File: config.mk
export PLATFORM = sky130hd
export DESIGN_NAME = program_loader
export DESIGN_NICKNAME = d
export VERILOG_FILES = /design/src/rtl/loader_pkg.sv /design/src/rtl/program_loader.sv
export SDC_FILE = /design/constraint.sdc
export NUM_CORES = 1
export LEC_CHECK = 0
export CORE_MARGIN = 10
export CORE_UTILIZATION = 50
export CTS_CLUSTER_DIAMETER = 40
export DETAILED_ROUTE_END_ITERATION = 6
export MAX_ROUTING_LAYER = met4
export PLACE_DENSITY = 0.88
export SKIP_LAST_GASP = 1
export SLEW_MARGIN = 20
export SYNTH_ARGS = -nofsm -noshare
export SYNTH_HDL_FRONTEND = slang
export SYNTH_SLANG_ARGS = --single-unit
File: constraint.sdc
create_clock -name clk -period 2.4 [get_ports clk]
set_input_delay 0.48 -clock clk [delete_from_list [all_inputs] [get_ports clk]]
set_output_delay 0.48 -clock clk [all_outputs]
set_load 0.02 [all_outputs]
File: src/rtl/loader_pkg.sv
// Shared types for the program loader: FSM state encoding and image header size.
package loader_pkg;

  typedef enum logic [2:0] {
    IDLE,
    LEN,
    DATA,
    SUM,
    DONE,
    ERR
  } loader_state_t;

  localparam int unsigned LEN_BYTES = 4;

endpackage

File: src/rtl/program_loader.sv
// Boot loader: receives a length-prefixed, XOR-checksummed image over a byte stream,
// writes it into instruction memory and releases the CPU reset once it verifies.
module program_loader
  import loader_pkg::*;
#(
  parameter int unsigned ADDRESS_WIDTH = 32,
  parameter int unsigned MEM_BYTES     = 65536,
  parameter logic [ADDRESS_WIDTH-1:0] BASE_ADDR = '0
) (
  input  logic                     clk,
  input  logic                     rst,
  input  logic                     start,
  input  logic                     in_valid,
  input  logic [7:0]               in_data,
  output logic                     in_ready,
  output logic                     mem_we,
  output logic [ADDRESS_WIDTH-1:0] mem_addr,
  output logic [7:0]               mem_wdata,
  output logic                     cpu_rst,
  output logic                     busy,
  output logic                     done,
  output logic                     err_len,
  output logic                     err_sum
);

  localparam int unsigned CNT_W = $clog2(MEM_BYTES) + 1;
  localparam int unsigned IDX_W = $clog2(LEN_BYTES);

  loader_state_t r_state;
  loader_state_t w_state_nxt;

  logic [31:0]              r_len;
  logic [IDX_W-1:0]         r_len_idx;
  logic [CNT_W-1:0]         r_cnt;
  logic [7:0]               r_xsum;
  logic                     r_in_ready;
  logic                     r_mem_we;
  logic [ADDRESS_WIDTH-1:0] r_mem_addr;
  logic [7:0]               r_mem_wdata;
  logic                     r_cpu_rst;
  logic                     r_busy;
  logic                     r_done;
  logic                     r_err_len;
  logic                     r_err_sum;

  logic                     w_xfer;
  logic [31:0]              w_len_shift;
  logic [CNT_W-1:0]         w_cnt_inc;
  logic                     w_err_len_nxt;
  logic                     w_err_sum_nxt;
  logic                     w_busy_nxt;

  assign w_xfer      = in_valid && r_in_ready;
  assign w_len_shift = {in_data, r_len[31:8]};
  assign w_cnt_inc   = r_cnt + CNT_W'(1);
  assign w_busy_nxt  = (w_state_nxt == LEN) || (w_state_nxt == DATA) || (w_state_nxt == SUM);

  // State register
  always_ff @(posedge clk) begin
    if (rst) begin
      r_state <= IDLE;
    end else begin
      r_state <= w_state_nxt;
    end
  end

  // Next-state and error-flag logic
  always_comb begin
    w_state_nxt   = r_state;
    w_err_len_nxt = r_err_len;
    w_err_sum_nxt = r_err_sum;
    case (r_state)
      IDLE: begin
        if (start) w_state_nxt = LEN;
      end
      LEN: begin
        if (w_xfer && (r_len_idx == IDX_W'(LEN_BYTES - 1))) begin
          if (w_len_shift > 32'(MEM_BYTES)) begin
            w_state_nxt   = ERR;
            w_err_len_nxt = 1'b1;
          end else if (w_len_shift == 32'd0) begin
            w_state_nxt = SUM;
          end else begin
            w_state_nxt = DATA;
          end
        end
      end
      DATA: begin
        if (w_xfer && (32'(w_cnt_inc) == r_len)) w_state_nxt = SUM;
      end
      SUM: begin
        if (w_xfer) begin
          if (in_data == r_xsum) begin
            w_state_nxt = DONE;
          end else begin
            w_state_nxt   = ERR;
            w_err_sum_nxt = 1'b1;
          end
        end
      end
      DONE, ERR: begin
        if (start) begin
          w_state_nxt   = LEN;
          w_err_len_nxt = 1'b0;
          w_err_sum_nxt = 1'b0;
        end
      end
      default: w_state_nxt = IDLE;
    endcase
  end

  // Datapath and registered outputs; status outputs are decoded from the next state
  always_ff @(posedge clk) begin
    if (rst) begin
      r_len       <= '0;
      r_len_idx   <= '0;
      r_cnt       <= '0;
      r_xsum      <= '0;
      r_in_ready  <= 1'b0;
      r_mem_we    <= 1'b0;
      r_mem_addr  <= '0;
      r_mem_wdata <= '0;
      r_cpu_rst   <= 1'b1;
      r_busy      <= 1'b0;
      r_done      <= 1'b0;
      r_err_len   <= 1'b0;
      r_err_sum   <= 1'b0;
    end else begin
      r_in_ready <= w_busy_nxt;
      r_busy     <= w_busy_nxt;
      r_done     <= (w_state_nxt == DONE);
      r_cpu_rst  <= (w_state_nxt != DONE);
      r_err_len  <= w_err_len_nxt;
      r_err_sum  <= w_err_sum_nxt;
      r_mem_we   <= 1'b0;

      if (r_state != LEN && w_state_nxt == LEN) r_len_idx <= '0;

      if (r_state == LEN) begin
        r_cnt  <= '0;
        r_xsum <= '0;
        if (w_xfer) begin
          r_len     <= w_len_shift;
          r_len_idx <= r_len_idx + IDX_W'(1);
        end
      end

      if (r_state == DATA && w_xfer) begin
        r_mem_we    <= 1'b1;
        r_mem_addr  <= BASE_ADDR + ADDRESS_WIDTH'(r_cnt);
        r_mem_wdata <= in_data;
        r_cnt       <= w_cnt_inc;
        r_xsum      <= r_xsum ^ in_data;
      end
    end
  end

  assign in_ready  = r_in_ready;
  assign mem_we    = r_mem_we;
  assign mem_addr  = r_mem_addr;
  assign mem_wdata = r_mem_wdata;
  assign cpu_rst   = r_cpu_rst;
  assign busy      = r_busy;
  assign done      = r_done;
  assign err_len   = r_err_len;
  assign err_sum   = r_err_sum;

endmodule

==> results of run 1 <==
[final cells by class]
class / instances / area [um2]
sequential: 93 / 1870
clock inverter: 7 / 83.8
inverter: 6 / 22.5
tap: 108 / 135
timing repair buffer: 108 / 925
fill: 709 / 3080
clock buffer: 9 / 124
multi-input combinational: 448 / 2530
[power breakdown]
part | switching [uW] | leakage (uW) | internal [uW]
clock network | 596 | 0.000102 | 498
registers | 4.85 | 0.000752 | 1550
logic | 123 | 0.00123 | 72.8
[cell families (layout without fill, tap and decap cells)]
group / Yosys count / in the layout / share of synthesized area [%]
other cells: 1 / 15 / 0.0827
xor+xnor: 32 / 32 / 6.18
compound gates: 130 / 130 / 16.5
flops: 93 / 93 / 41.0
mux: 1 / 1 / 0.221
simple gates: 268 / 268 / 28.7
buf+inv: 63 / 130 / 6.78
fa+ha+maj: 2 / 2 / 0.551
[metrics by stage]
| stage | cell area (um2) | hold slack, ps | TNS, ps |
|---|---|---|---|
| finish | 5690 | 459 | 0 |
| global route | 5690 | 481 | -59.4 |
| CTS | 5590 | 461 | 0 |
| detailed placement | 5360 | 448 | -5370 |
| global placement | 5360 | 443 | -3940 |
| floorplan | 4590 | 445 | 0 |
[cells in the mapped netlist, drive strengths merged (2+ instances only)]
cell type	instances
clkbuf	31
or2	4
or3	2
a311oi	2
ha	2
inv	6
and2	3
or4	3
xnor2	27
nor3b	2
dfxtp	93
o21ai	22
o22ai	3
nand2b	4
nand3	20
xor2	5
a21oi	82
o211a	5
nand2	134
nand3b	3
buf	26
a22oi	3
nand4	11
a31oi	3
nor3	17
and4	4
and3	7
nor4	12
a211oi	2
nor2	40
[flip-flops by register name, indices dropped and copies added, names as in the netlist]
name / flops
busy: 1
mem_addr: 17
r_xsum: 8
mem_wdata: 8
cpu_rst: 1
r_len: 32
mem_we: 1
r_state: 3
done: 1
err_sum: 1
err_len: 1
r_cnt: 17
r_len_idx: 2
[metal layers]
metal | wire length (um) | up-vias | GRT usage (%)
met1 | 4880 | 2093 | 20.4
li1 | - | 2154 | -
met4 | 424 | 0 | 8.33
met2 | 5960 | 158 | 30.7
met5 | 0 | - | -
met3 | 758 | 38 | 3.65
[worst max-delay path: stages, from the launching register on]
cell,delay (ps)
sky130_fd_sc_hd__dfxtp_1,350
sky130_fd_sc_hd__nor4_2,350
sky130_fd_sc_hd__buf_4,180
sky130_fd_sc_hd__o2111ai_1,140
sky130_fd_sc_hd__or4_4,450
sky130_fd_sc_hd__nor4_2,220
sky130_fd_sc_hd__nand4_1,170
sky130_fd_sc_hd__and2_4,200
sky130_fd_sc_hd__and3_1,150
[worst paths after layout]
check	from	end	slack (ps)
max reg2reg	r_len[27]$_SDFFE_PP0P_	done$_SDFF_PP0_	80
min	mem_addr[6]$_SDFFE_PP0P_	mem_addr[6]$_SDFFE_PP0P_	460
max	r_len[27]$_SDFFE_PP0P_	done$_SDFF_PP0_	80
min reg2reg	mem_addr[6]$_SDFFE_PP0P_	mem_addr[6]$_SDFFE_PP0P_	460
[cell usage in the layout (no fill, tap or decap), types with 2 or more instances in the layout]
master / instances
sky130_fd_sc_hd__nor3_1: 15
sky130_fd_sc_hd__buf_4: 64
sky130_fd_sc_hd__o21ai_0: 21
sky130_fd_sc_hd__nand2_1: 134
sky130_fd_sc_hd__nor2_1: 39
sky130_fd_sc_hd__xnor2_1: 26
sky130_fd_sc_hd__conb_1: 15
sky130_fd_sc_hd__a21oi_1: 82
sky130_fd_sc_hd__nor3b_1: 2
sky130_fd_sc_hd__nor4_1: 4
sky130_fd_sc_hd__nand4_1: 9
sky130_fd_sc_hd__nor4_4: 3
sky130_fd_sc_hd__clkinv_4: 3
sky130_fd_sc_hd__inv_1: 6
sky130_fd_sc_hd__dfxtp_2: 5
sky130_fd_sc_hd__o22ai_1: 3
sky130_fd_sc_hd__and4_1: 4
sky130_fd_sc_hd__a22oi_1: 3
sky130_fd_sc_hd__clkbuf_8: 9
sky130_fd_sc_hd__and3_1: 6
sky130_fd_sc_hd__nand2b_1: 4
sky130_fd_sc_hd__nand3_1: 18
sky130_fd_sc_hd__a31oi_1: 3
sky130_fd_sc_hd__nand3b_1: 3
sky130_fd_sc_hd__or4_1: 2
sky130_fd_sc_hd__clkdlybuf4s50_1: 41
sky130_fd_sc_hd__or2_2: 3
sky130_fd_sc_hd__o211a_1: 5
sky130_fd_sc_hd__nor4_2: 5
sky130_fd_sc_hd__xor2_1: 5
sky130_fd_sc_hd__a311oi_1: 2
sky130_fd_sc_hd__a211oi_1: 2
sky130_fd_sc_hd__nand4_4: 2
sky130_fd_sc_hd__dfxtp_1: 88
[repair_timing]
action	CTS	global route
resized for setup	6	17
buffers inserted	1	1
pin swaps	3	5
endpoints found under the setup margin	3	6
cloned	0	0
==> results.toml, run 1 <==
[cells_and_area]
final_net_count = 680
layoutNonFillerInstCount = 779
area_growth_pct = 25.3
drive_gt1_share_pct = 17.1
diodes = 0
final_core_utilization_pct = 64.9

[yosys]
synth_ff_type = "sky130_fd_sc_hd__dfxtp_1"
synth_area_um2 = 4540
postSynthCellCount = 590
netlist.top_cell.by_area = "sky130_fd_sc_hd__dfxtp_1"
synth-edff-count = 0
ys_seq_area_share_pct = 41.0
yosysTopAreaCellShare_pct = 41.0
yosysWarningCount = 0
top_cells_by_area_in_the_synthesized_netlist = "sky130_fd_sc_hd__dfxtp_1 41%, sky130_fd_sc_hd__nand2_1 11%, sky130_fd_sc_hd__a21oi_1 9.0%, sky130_fd_sc_hd__xnor2_1 5.2%, sky130_fd_sc_hd__nor2_1 3.3%"
async_flop_share_pct = 0
synth.ff_latch_count = 93
syn_area_per_cell_um2 = 7.69
number_of_unique_standard_cell_types_used_by_synthesis = 53

[critical_path]
crit_path_start_kind = "flop"
worst-endpoint-arrival_ps = 2580
worstRegToRegCells = 8
worstSetupPathType = "reg2reg"
end_kind = "flop"
cp_max_fo = 4
required_time_of_the_worst_setup_path_ps = 2660

[global_route]
pin_count_of_the_biggest_net_entering_global_routing = 92
grt.overflow.total = 0
grt_antenna_before_repair = 0
wire_length_of_the_first_global_routing_pass_um = 19800
first_global_vias = 4241
globalRouteTotalUtil_pct = 18.3

[floorplanning]
die_width_um = 115
row_count = 34
ioPinCount = 59
chip_height_um = 115
starting_utilization_of_the_core_area_pct = 51.8
design.die.area_um2 = 13300
placeableCoreArea_um2 = 8760

[sta]
layout_min_cycle_time_ps = 2320
largest_clock_skew_in_the_final_design_ps = 11.2
finalMaxSlewViolations = 0
finalHoldViolations = 0
worst_tran_pin_value_ps = 1080
final_critical_path_setup_slack_ps = 81.9
timing.slew.headroom_pct = 27.9
final-setup-viol-count = 0
layout_worst_path_cycle_share_pct = 96.6
max_freq_mhz = 431

[pwr]
p_total_uw = 2840
power_per_unit_of_standard_cell_area_nw_per_um2 = 500
total_leakage_power_uw = 0.00209
vdd.ir_drop.worst_mv = 0.295

[run_status]
status = "complete, no violations"

[route]
finalWirelength_um = 12000
detailedRoute.firstPassIterationCount = 5
dr_total_vias = 4443
routedWlPerCell_um = 15.4
drc_viols = 0
drtAntennaViolNets = 0
viasPerCell = 5.70
drt_first_iter_violations = 270

[min_path]
worst_hold_path.num_cells = 2
worst_hold_path_class = "reg2reg"

[place]
portBuffers = 43
routabilityCongestion = 0.888
placed_cells = 761
hpwlAfterDp_um = 8340
place_ws_ps = -497

[clocking]
cts.htree.levels = 3
cts_root_buffer = "sky130_fd_sc_hd__clkbuf_8"
clk_path_buf_depth = 2
cts_num_sinks = 93
insertion_delay_ps = 360
cts_tree = "done"
tritoncts.num_buffers = 9
clk_pin_slew_ps = 90
cts.hold.buffers_added = 0

[job]
max_cap_violations = 0
Note: power is estimated with default switching activity, not from simulation.
==> inputs of run 2 (changes only) <==
--- a/config.mk
+++ b/config.mk
@@ -6,11 +6,11 @@
 export NUM_CORES = 1
 export LEC_CHECK = 0
 export CORE_MARGIN = 10
-export CORE_UTILIZATION = 50
+export CORE_UTILIZATION = 40
 export CTS_CLUSTER_DIAMETER = 40
 export DETAILED_ROUTE_END_ITERATION = 6
 export MAX_ROUTING_LAYER = met4
-export PLACE_DENSITY = 0.88
+export PLACE_DENSITY = 0.75
 export SKIP_LAST_GASP = 1
 export SLEW_MARGIN = 20
 export SYNTH_ARGS = -nofsm -noshare
==> run 2 against run 1 <==
Effect of this change:
- via count is 2.9% lower
- non-clock buffer count fell by 1
- setup slack gained 20 ps
- largest power group unchanged
- largest cell class unchanged
- total power up 15%
==> results.toml, run 2 (same netlist as run 1, synthesis figures left out) <==
[global_route]
use_met3_pct = 3.50
grt_antenna_before_repair = 0
globalRouteTotalUtil_pct = 15.6
global_route.peak_usage_layer = "met2"
first_global_vias = 4229
pin_count_of_the_biggest_net_entering_global_routing = 56
groute.layer.met1.usage_pct = 17.8
grt.overflow.total = 0
wire_length_of_the_first_global_routing_pass_um = 20400
gr-usage-met2_pct = 25.7

[floorplanning]
ioPinCount = 59
row_count = 38
starting_utilization_of_the_core_area_pct = 41.3
placeableCoreArea_um2 = 11000
die_width_um = 127
design.die.area_um2 = 16000
chip_height_um = 127

[sta]
finalHoldViolations = 0
layout_worst_path_cycle_share_pct = 95.7
rsz0062_at_grt = "true"
layout_min_cycle_time_ps = 2300
final_critical_path_setup_slack_ps = 102
max_freq_mhz = 435
finalMaxSlewViolations = 0
timing.slew.headroom_pct = 29.1
final-setup-viol-count = 0
largest_clock_skew_in_the_final_design_ps = 11.3
worst_tran_pin_value_ps = 1060

[clocking]
cts_root_buffer = "sky130_fd_sc_hd__clkbuf_16"
cts_num_sinks = 93
tritoncts.num_buffers = 9
clk_path_buf_depth = 2
cts.hold.buffers_added = 0
cts_tree = "done"
clk_pin_slew_ps = 70
insertion_delay_ps = 360
cts.htree.levels = 3

[cells_and_area]
drive_gt1_share_pct = 16.3
regMostFlops = "r_len"
largest_reg_flops = 32
final_core_utilization_pct = 53.0
area_growth_pct = 28.2
layout.cells.most_common = "sky130_fd_sc_hd__nand2_1"
final_cell_mix = "134 x sky130_fd_sc_hd__nand2_1, 89 x sky130_fd_sc_hd__dfxtp_1, 82 x sky130_fd_sc_hd__a21oi_1"
diodes = 0
final_net_count = 679

[min_path]
worst_hold_path_class = "reg2reg"
worst_hold_path.num_cells = 2
worst_hold_startpoint = "mem_addr[3]$_SDFFE_PP0P_"
timing.hold.worst_endpoint = "mem_addr[3]$_SDFFE_PP0P_"

[critical_path]
slowest_delay_ps = 540
path_cells = "ha_4 -> nand3_4 -> and3_1 -> or4_4 -> nor4_4 -> nand4_1 -> and2_4 -> and3_1"
crit_path_start_kind = "flop"
cp_max_fo = 7
worst-r2r-setup-slack_ps = 100
worst_r2r_endpoint = "done$_SDFF_PP0_"
slowest_stage = "sky130_fd_sc_hd__or4_4"
end_kind = "flop"
required_time_of_the_worst_setup_path_ps = 2650
worstSetupPathType = "reg2reg"
worstRegToRegCells = 8
critPathMostFrequentCell = "sky130_fd_sc_hd__and3_1"
crit-reg2reg-launch = "r_cnt[0]$_SDFFE_PP0P_"
worst-endpoint-arrival_ps = 2540

[place]
place_ws_ps = -583
hpwlAfterDp_um = 8760
portBuffers = 43
routabilityCongestion = 0.913

[pwr]
vdd.ir_drop.worst_mv = 0.299
total_leakage_power_uw = 0.00212
power_per_unit_of_standard_cell_area_nw_per_um2 = 560

[route]
finalWirelength_um = 12400
routedWlPerCell_um = 15.3
detailedRoute.firstPassIterationCount = 7
viasPerCell = 5.32
drtAntennaViolNets = 0
dr_total_vias = 4313
drt_first_iter_violations = 352
drc_viols = 0

[run_status]
status = "complete, no violations"

[job]
max_cap_violations = 0
-- run 2: critical path, delay by kind of cell, from the launching register on --
kind | cells | cell delay (ps)
and+or+nand+nor | 7 | 1670
DFF | 1 | 360
adders and majority gates | 1 | 160
-- run 2: stage by stage --
stage	TNS, ps	hold WS (ps)	instance area, um2	cells	total power, uW
CTS	0	458	5780	810	3270
global placement	-5430	444	5420	793	1770
global route	-5.72	484	5820	810	3350
detailed placement	-7120	448	5420	793	1780
finish	0	454	5820	810	3260
floorplan	0	445	4590	604	1700
-- run 2: layout make-up --
cell class	count	area, um2
Sequential cell	93	1870
Multi-Input combinational cell	448	2500
Timing Repair Buffer	107	942
Fill cell	1062	5160
Inverter	6	22.5
Clock buffer	9	225
Tap cell	140	175
Clock inverter	7	86.3
-- run 2: per-layer routing --
metal  part of all wire [%]  vias to the layer above  routed length [um]
li1                       -                     2151                   -
met1                     43                     2009                5340
met2                     49                      120                6110
met3                    4.9                       33                 613
met4                    2.7                        0                 333
met5                      0                        -                   0
-- run 2: worst max-delay path by stage --
stage	from	end	slack, ps	cells past startpoint
5_1_grt	in_data[7]	r_len_idx[0]$_SDFF_PP0_	-6	10
4_1_cts	r_cnt[0]$_SDFFE_PP0P_	done$_SDFF_PP0_	5	8
2_1_floorplan	r_cnt[0]$_SDFFE_PP0P_	done$_SDFF_PP0_	60	8
3_3_place_gp	in_valid	done$_SDFF_PP0_	-440	8
6_report	r_cnt[0]$_SDFFE_PP0P_	done$_SDFF_PP0_	100	8
3_5_place_dp	in_valid	done$_SDFF_PP0_	-580	8
-- run 2: what timing repair did --
item,4_1_cts,5_1_grt
hold endpoints to repair,0,0
pin swaps,3,3
setup endpoints to repair,6,6
gates resized for setup,8,8
buffers inserted,1,0
-- run 2: where the power goes --
| part | internal, uW | total [uW] | switching (uW) |
|---|---|---|---|
| registers | 1550 | 1550 | 4.66 |
| clock network | 832 | 1510 | 680 |
| logic | 71.3 | 194 | 123 |
| total | 2450 | 3260 | 807 |
